--- config.mk ---
export PLATFORM = sky130hd
export DESIGN_NAME = dds_load_ctrl_flat
export DESIGN_NICKNAME = d
export VERILOG_FILES = /design/src/rtl/dds_load_if.sv /design/src/rtl/dds_load_ctrl.sv /design/src/flat_wrapper.sv
export SDC_FILE = /design/constraint.sdc
export NUM_CORES = 1
export LEC_CHECK = 0
export CORE_MARGIN = 2
export CORE_UTILIZATION = 61
export DETAILED_ROUTE_END_ITERATION = 8
export GPL_ROUTABILITY_DRIVEN = 0
export GPL_TIMING_DRIVEN = 0
export PLACE_DENSITY = 0.85
export REMOVE_ABC_BUFFERS = 1
export SYNTH_ARGS = -nofsm -noshare
export SYNTH_HDL_FRONTEND = slang
export SYNTH_SLANG_ARGS = --single-unit
export TNS_END_PERCENT = 20
--- constraint.sdc ---
create_clock -name SYSCLK -period 3.8 [get_ports SYSCLK]
set_input_delay 1.14 -clock SYSCLK [delete_from_list [all_inputs] [get_ports SYSCLK]]
set_output_delay 1.14 -clock SYSCLK [all_outputs]
set_load 0.01 [all_outputs]
--- src/rtl/dds_load_if.sv ---
// dds_load_if: CPU-side request/status bundle for the DDS load sequencer.
//   init_req   : one-cycle strobe, reset the DDS and enter serial mode
//   load_req   : one-cycle strobe, load freq_word/phase/power_down
//   freq_word  : 32-bit frequency tuning word, sampled with load_req
//   phase      : 5-bit phase word, sampled with load_req
//   power_down : DDS power-down bit, sampled with load_req
//   busy       : an operation is running or pending
//   done       : one-cycle pulse when an operation completes
//   overrun    : one-cycle pulse when a pending load is overwritten
interface dds_load_if;
  logic        init_req;
  logic        load_req;
  logic [31:0] freq_word;
  logic [4:0]  phase;
  logic        power_down;
  logic        busy;
  logic        done;
  logic        overrun;

  modport master (
    output init_req, load_req, freq_word, phase, power_down,
    input  busy, done, overrun
  );

  modport slave (
    input  init_req, load_req, freq_word, phase, power_down,
    output busy, done, overrun
  );
endinterface

--- src/rtl/dds_load_ctrl.sv ---
// dds_load_ctrl: serial-load sequencer for an AD9850-class DDS.
// Runs either an init sequence (RESET pulse, one W_CLK pulse to enter serial
// mode, FQ_UD) or a 40-bit serial load (LSB first, then FQ_UD). One load and
// one init request can be held pending while an operation is in progress.
// Ports:
//   SYSCLK, NSYSRESET : clock, asynchronous active-low reset
//   bus               : dds_load_if.slave (requests in, busy/done/overrun out)
//   ddsreset, ddswclk, ddsdata, ddsfqud : DDS RESET, W_CLK, D7, FQ_UD pins
module dds_load_ctrl #(
  parameter int CLK_DIV      = 2,
  parameter int RESET_CYCLES = 8,
  parameter int FQUD_CYCLES  = 4
) (
  input  logic       SYSCLK,
  input  logic       NSYSRESET,
  dds_load_if.slave  bus,
  output logic       ddsreset,
  output logic       ddswclk,
  output logic       ddsdata,
  output logic       ddsfqud
);

  typedef enum logic [2:0] {
    IDLE, RST, GAP, WPULSE, SHIFT_LO, SHIFT_HI, FQUD, DONE
  } state_t;

  localparam int MAX_A   = (CLK_DIV > RESET_CYCLES) ? CLK_DIV : RESET_CYCLES;
  localparam int MAX_CNT = (MAX_A > FQUD_CYCLES) ? MAX_A : FQUD_CYCLES;
  localparam int CNT_W   = (MAX_CNT > 1) ? $clog2(MAX_CNT) : 1;

  localparam logic [CNT_W-1:0] DIV_LAST  = CNT_W'(CLK_DIV - 1);
  localparam logic [CNT_W-1:0] RST_LAST  = CNT_W'(RESET_CYCLES - 1);
  localparam logic [CNT_W-1:0] FQUD_LAST = CNT_W'(FQUD_CYCLES - 1);
  localparam logic [5:0]       LAST_BIT  = 6'd39;

  state_t           state;
  logic [CNT_W-1:0] cnt;
  logic [5:0]       bit_idx;
  logic [39:0]      sreg;       // sreg[0] is the bit currently on ddsdata
  logic [39:0]      pend_word;
  logic             pend_valid;
  logic             pend_init;
  logic             busy_q;
  logic             done_q;
  logic             overrun_q;

  // Serial word layout: freq_word in bits 31:0, two control zeros, power_down,
  // then phase in bits 39:35. Bit 0 goes out first.
  function automatic logic [39:0] pack_word(input logic [31:0] f,
                                            input logic [4:0]  p,
                                            input logic        pd);
    return {p, pd, 2'b00, f};
  endfunction

  logic [39:0] new_word;
  logic [39:0] start_word;

  assign new_word   = pack_word(bus.freq_word, bus.phase, bus.power_down);
  // A load started from DONE takes the older pending word before a fresh one.
  assign start_word = pend_valid ? pend_word : new_word;

  assign bus.busy    = busy_q;
  assign bus.done    = done_q;
  assign bus.overrun = overrun_q;

  // NOTE: every register here, the 40-bit word buffers included, sits on the
  // async reset so a reset mid-transfer can never replay stale data or leave
  // a pending request behind.
  always_ff @(posedge SYSCLK or negedge NSYSRESET) begin
    if (!NSYSRESET) begin
      state      <= IDLE;
      cnt        <= '0;
      bit_idx    <= '0;
      sreg       <= '0;
      pend_word  <= '0;
      pend_valid <= 1'b0;
      pend_init  <= 1'b0;
      busy_q     <= 1'b0;
      done_q     <= 1'b0;
      overrun_q  <= 1'b0;
      ddsreset   <= 1'b0;
      ddswclk    <= 1'b0;
      ddsdata    <= 1'b0;
      ddsfqud    <= 1'b0;
    end else begin
      // NOTE: non-blocking throughout; later assignments in this block
      // intentionally override the defaults below within the same edge.
      done_q    <= 1'b0;
      overrun_q <= 1'b0;

      // Requests arriving mid-operation go into the pending slots.
      if (state != IDLE && state != DONE) begin
        if (bus.load_req) begin
          pend_word  <= new_word;
          pend_valid <= 1'b1;
          overrun_q  <= pend_valid;
        end
        if (bus.init_req) pend_init <= 1'b1;
      end

      case (state)
        IDLE, DONE: begin
          if (pend_init || bus.init_req) begin
            state     <= RST;
            ddsreset  <= 1'b1;
            cnt       <= RST_LAST;
            busy_q    <= 1'b1;
            pend_init <= 1'b0;
            if (bus.load_req) begin
              pend_word  <= new_word;
              pend_valid <= 1'b1;
              overrun_q  <= pend_valid;
            end
          end else if (pend_valid || bus.load_req) begin
            state      <= SHIFT_LO;
            sreg       <= start_word;
            ddsdata    <= start_word[0];
            bit_idx    <= '0;
            cnt        <= DIV_LAST;
            busy_q     <= 1'b1;
            // Pending slot is consumed; a load arriving now refills it.
            pend_valid <= pend_valid && bus.load_req;
            if (pend_valid && bus.load_req) pend_word <= new_word;
          end else begin
            state  <= IDLE;
            busy_q <= 1'b0;
          end
        end

        RST: begin
          if (cnt == '0) begin
            state    <= GAP;
            ddsreset <= 1'b0;
            cnt      <= DIV_LAST;
          end else cnt <= cnt - 1'b1;
        end

        GAP: begin
          if (cnt == '0) begin
            state   <= WPULSE;
            ddswclk <= 1'b1;
            cnt     <= DIV_LAST;
          end else cnt <= cnt - 1'b1;
        end

        WPULSE: begin
          if (cnt == '0) begin
            state   <= FQUD;
            ddswclk <= 1'b0;
            ddsfqud <= 1'b1;
            cnt     <= FQUD_LAST;
          end else cnt <= cnt - 1'b1;
        end

        SHIFT_LO: begin
          if (cnt == '0) begin
            state   <= SHIFT_HI;
            ddswclk <= 1'b1;
            cnt     <= DIV_LAST;
          end else cnt <= cnt - 1'b1;
        end

        SHIFT_HI: begin
          if (cnt == '0) begin
            ddswclk <= 1'b0;
            if (bit_idx == LAST_BIT) begin
              state   <= FQUD;
              ddsdata <= 1'b0;
              ddsfqud <= 1'b1;
              cnt     <= FQUD_LAST;
            end else begin
              // Data moves only here, as W_CLK falls: full CLK_DIV setup/hold.
              state   <= SHIFT_LO;
              bit_idx <= bit_idx + 1'b1;
              sreg    <= sreg >> 1;
              ddsdata <= sreg[1];
              cnt     <= DIV_LAST;
            end
          end else cnt <= cnt - 1'b1;
        end

        FQUD: begin
          if (cnt == '0) begin
            state   <= DONE;
            ddsfqud <= 1'b0;
            done_q  <= 1'b1;
            // Stay busy through DONE only if something will follow it.
            busy_q  <= pend_valid || pend_init || bus.load_req || bus.init_req;
          end else cnt <= cnt - 1'b1;
        end

        default: state <= IDLE;
      endcase
    end
  end

endmodule

--- src/flat_wrapper.sv ---
// flat-port wrapper written by rule: the top's interface ports become plain ports
module dds_load_ctrl_flat 
#(
  parameter int CLK_DIV      = 2,
  parameter int RESET_CYCLES = 8,
  parameter int FQUD_CYCLES  = 4
)
  (SYSCLK, NSYSRESET, ddsreset, ddswclk, ddsdata, ddsfqud, bus_init_req, bus_load_req, bus_freq_word, bus_phase, bus_power_down, bus_busy, bus_done, bus_overrun);
  dds_load_if bus_i ();
  input  logic SYSCLK;
  input  logic NSYSRESET;
  output logic ddsreset;
  output logic ddswclk;
  output logic ddsdata;
  output logic ddsfqud;
  input wire logic [$bits(bus_i.init_req)-1:0] bus_init_req;
  input wire logic [$bits(bus_i.load_req)-1:0] bus_load_req;
  input wire logic [$bits(bus_i.freq_word)-1:0] bus_freq_word;
  input wire logic [$bits(bus_i.phase)-1:0] bus_phase;
  input wire logic [$bits(bus_i.power_down)-1:0] bus_power_down;
  output wire logic [$bits(bus_i.busy)-1:0] bus_busy;
  output wire logic [$bits(bus_i.done)-1:0] bus_done;
  output wire logic [$bits(bus_i.overrun)-1:0] bus_overrun;
  assign bus_i.init_req = bus_init_req;
  assign bus_i.load_req = bus_load_req;
  assign bus_i.freq_word = bus_freq_word;
  assign bus_i.phase = bus_phase;
  assign bus_i.power_down = bus_power_down;
  assign bus_busy = bus_i.busy;
  assign bus_done = bus_i.done;
  assign bus_overrun = bus_i.overrun;
  dds_load_ctrl #(.CLK_DIV(CLK_DIV), .RESET_CYCLES(RESET_CYCLES), .FQUD_CYCLES(FQUD_CYCLES)) u_core (.SYSCLK(SYSCLK), .NSYSRESET(NSYSRESET), .bus(bus_i), .ddsreset(ddsreset), .ddswclk(ddswclk), .ddsdata(ddsdata), .ddsfqud(ddsfqud));
endmodule
==> results.txt <==
The clock net sink count is 100, and the count of buffer and inverter cells on the critical path is 1. For this run, the total global-route usage over all layers was measured as 22.5%. The biggest area consumer among synthesized cells was sky130_fd_sc_hd__dfrtp_1.

The share of the clock period used by the worst path after layout was 84.5%; the die width was 93.1 µm. The startpoint of the worst register-to-register path was u_core.state[0]. In this run, synthesis produced a sequential element count of 100. Across the VDD grid, the largest voltage drop is 233 µV. 49 I/O pins were placed. The first global-routing pass estimated 15500 µm of wire. STA classifies the critical path endpoint as a flip-flop. In this run the core area contains 32 standard-cell rows.

The worst pin sits at a relative slew slack of 46.5%. Startpoint kind of the worst setup timing path: a flip-flop. The DRC violation total after the first TritonRoute iteration was 190; the transition time at the pin with the least slew margin was 803 ps. The logs give 8.49 ps for the maximum clock skew at final layout and 7690 µm² for the core region area. After detailed routing, the number of remaining DRC violations is 0. Hold timing on the final database bottoms out at a slack of 481 ps.

The detail route stage leaves a number of antenna-violating nets equal to 0. In this design, the stage delay of the slowest critical-path cell is 770 ps. TritonCTS built the clock tree. The share of synthesized area in the top cell type comes to 51.7%.

Maximum fanout count along the critical path: 81. Summed over all layers, the global routing overflow is 0. The floorplan step set the die height to 93.1 µm. The top flip-flop cell by instance count after synthesis was sky130_fd_sc_hd__dfrtp_1. The mux cell area share after synthesis is 17.2%. Summing the areas of all compound-gate instances in the mapped netlist gives 14.9% of the synthesized area. In this run the worst hold path is classified as flip-flop to flip-flop.

The number of hold buffers added after CTS was 0. Max-cap violations in this run came to 0. Tracing the worst setup path back leads to its startpoint at u_core.state[0]. For the synthesized instance count, the log shows 473. The count of buffers added on input and output ports is 48.

The sum of negative setup slack came out at 0 ps. The tools report the detailed-router iteration count before antenna repair as 4. The library cell contributing the largest single delay on the critical path was sky130_fd_sc_hd__dfrtp_1. The area share of and/or/nand/nor cells after synthesis was 11.7%.

For the worst-skew pair, the clock arrives at the later sink with an insertion delay of 360 ps. CTS placed an instance of sky130_fd_sc_hd__clkbuf_8 at the clock tree root. The detail-routed net length per standard cell is 14.7 µm, and the number of filler instances in the final layout is 539. Initial antenna violation count: 0. The final number of max-transition violations is 0. In this run the power density over the cells is 360 nW/µm². The logs give 3508 for the via count of the routed design and 4080 ps for the required time of the worst setup path.

The async set-or-reset flop fraction in the synthesized netlist is 100%, and the synthesis warning total is 0. The worst setup path is of the flip-flop to flip-flop kind. By instance count, the leading cell after synthesis is sky130_fd_sc_hd__dfrtp_1. The post-CTS setup-driven buffer insertion count is 0. Detailed placement finished with a half-perimeter wire length of 5760 µm.

The cell area after synthesis is 4840 µm². The number of global-route vias before repair was 3337; the adder-cell share of the synthesized area was 0.776%. Sorting the synthesized cells by area gives the leading types as sky130_fd_sc_hd__dfrtp_1, sky130_fd_sc_hd__o21ai_0, sky130_fd_sc_hd__mux2_2, sky130_fd_sc_hd__mux2i_1, sky130_fd_sc_hd__nand2_1. The logs give 43 for the count of unique library cells instantiated by Yosys and 8940 µm for the overall routed net length. The run finished with clean final reports.

A synthesized cell averages 10.2 µm². For this run, the post-layout net count is 548. Entering global routing, the biggest net connects 82 pins. The clock tree synthesis step divided the H-tree into 3 levels. Setup repair after global routing left no endpoint under its margin.

Based on the critical path, the design can be clocked at up to 311 MHz. After detailed routing, the number of vias per cell comes to 5.75. The area share of xor/xnor cells in the synthesized design was 0.181%; the starting density of the core was 63.0%. For the worst-case clock buffer depth, the log shows 2. The startpoint identified for the worst hold timing path is u_core.sreg[16].

The clock slew seen by the registers of the worst setup and hold paths was 90 ps; the count of flip-flops with a built-in enable after synthesis was 0. The worst path needs 3210 ps of the cycle, external delays included. Relative to the synthesized area, the layout overhead comes to 16.6%.

In this run, CTS created clock tree buffers numbering 9. The run gives 0 as the total of cells resized after clock tree synthesis. Cell class contributing the biggest share of worst-path delay: simple AND/OR/NAND/NOR gates. After synthesis, the largest family of logic cells by area is multiplexers.

For the hold violation total from the final report, the log shows 0. The commonest cells after synthesis are sky130_fd_sc_hd__dfrtp_1, sky130_fd_sc_hd__o21ai_0, sky130_fd_sc_hd__nand2_1. The leakage power is 2.56 nW, and the fraction of the yosys area taken by sequential cells is 51.7%. The floorplan step defined a die boundary enclosing 8660 µm². Setup violations remaining at the end of the flow were counted as 0. The logs give 0 for the number of antenna diodes and 3490 ps for the endpoint arrival time on the critical path. The critical path goes through nand3b_4 -> a211oi_4 -> a41oi_4 -> buf_16 -> or3_1 -> a21oi_1. Share of cells above drive strength 1: 14.2%.
layout make-up:
cell class                 instances  area [µm²]  share of cell area (%)
inverter                           3        11.3                   0.199
timing repair buffer              53         601                    10.6
multi-input combinational        336        2180                    38.6
clock inverter                     5        82.6                    1.46
tap                              102         128                    2.26
sequential                       100        2500                    44.3
clock buffer                      11         141                    2.50
state kept, by name (all words and copies together) (netlist names):
name	flops
u_core.bus.busy	1
u_core.ddsreset	1
u_core.sreg	39
u_core.bus.overrun	1
u_core.bus.done	1
u_core.pend_valid	1
u_core.cnt	3
u_core.pend_init	1
u_core.ddswclk	1
u_core.pend_word	40
u_core.bit_idx	6
u_core.ddsfqud	1
u_core.state	3
u_core.ddsdata	1
through the flow:
| stage | instance area, µm² | power [mW] | util [%] | setup WS [ps] | instances |
|---|---|---|---|---|---|
| 2_1_floorplan | 4680 | 1.21 | - | -178 | 439 |
| 3_3_place_gp | 5290 | 1.29 | 68.8 | -2070 | 589 |
| 3_5_place_dp | 5420 | 1.30 | 70.5 | 307 | 594 |
| 4_1_cts | 5650 | 2.05 | 73.4 | 591 | 610 |
| 5_1_grt | 5650 | 2.11 | 73.4 | 295 | 610 |
| 6_report | 5650 | 2.03 | 73.4 | 587 | 610 |
power breakdown:
| part | internal [mW] | total [mW] | leakage, nW | switching, mW |
|---|---|---|---|---|
| clock | 0.392 | 0.755 | 0.114 | 0.363 |
| sequential | 1.10 | 1.12 | 1.27 | 0.0192 |
| combinational | 0.0933 | 0.155 | 1.17 | 0.0614 |
placed cells by master, fill, tap and decap left out, drive strengths merged, types with 2 or more instances in the layout:
master,synthesis,routed
mux2,40,40
ha,3,3
buf,15,6
nor3,5,5
a21o,2,2
a22oi,2,2
inv,3,4
clkbuf,19,11
or3,2,2
nand2,84,84
nand3,4,4
o211ai,3,3
nor2b,2,2
mux2i,38,38
dfrtp,100,100
nand3b,2,2
nand2b,2,2
o21ai,94,94
clkinv,0,2
and3,4,4
bufinv,0,2
a21oi,12,12
nor2,16,16
a31oi,4,4
and2,3,3
or2,2,2
clkdlybuf4s50,0,47
metal layers:
layer / GRT usage [%] / part of all wire [%] / vias to the layer above
li1: - / - / 1711
met1: 30.1 / 45 / 1721
met2: 37.1 / 51 / 65
met3: 5.00 / 3.3 / 11
met4: 6.50 / 1.2 / 0
met5: 0 / 0 / -
logic make-up (layout without fill, tap and decap cells):
| kind of cell | Yosys count | count (layout) |
|---|---|---|
| DFF | 100 | 100 |
| xor gates and xnor gates | 1 | 1 |
| adders and majority gates | 3 | 3 |
| and+or+nand+nor | 127 | 127 |
| buffers and inverters | 37 | 72 |
| AOI/OAI and AO/OA | 127 | 127 |
| muxes | 78 | 78 |
worst paths after layout:
path	endpoint	depth (start not counted)	slack, ps
max	u_core.bit_idx[3]	6	590
max in group asynchronous	u_core.ddsdata	2	2410
max reg2reg	u_core.bit_idx[3]	6	590
min reg2reg	u_core.sreg[16]	2	480
min	u_core.sreg[16]	2	480
min in group asynchronous	u_core.pend_word[8]	1	720
worst register-to-register path, cell delays in order (launching register included):
cell and delay, ps:
sky130_fd_sc_hd__dfrtp_1 770, sky130_fd_sc_hd__nand3b_4 750, sky130_fd_sc_hd__a211oi_4 580, sky130_fd_sc_hd__a41oi_4 190
sky130_fd_sc_hd__buf_16 320, sky130_fd_sc_hd__or3_1 360, sky130_fd_sc_hd__a21oi_1 160
Note: power is estimated with default switching activity, not from simulation.
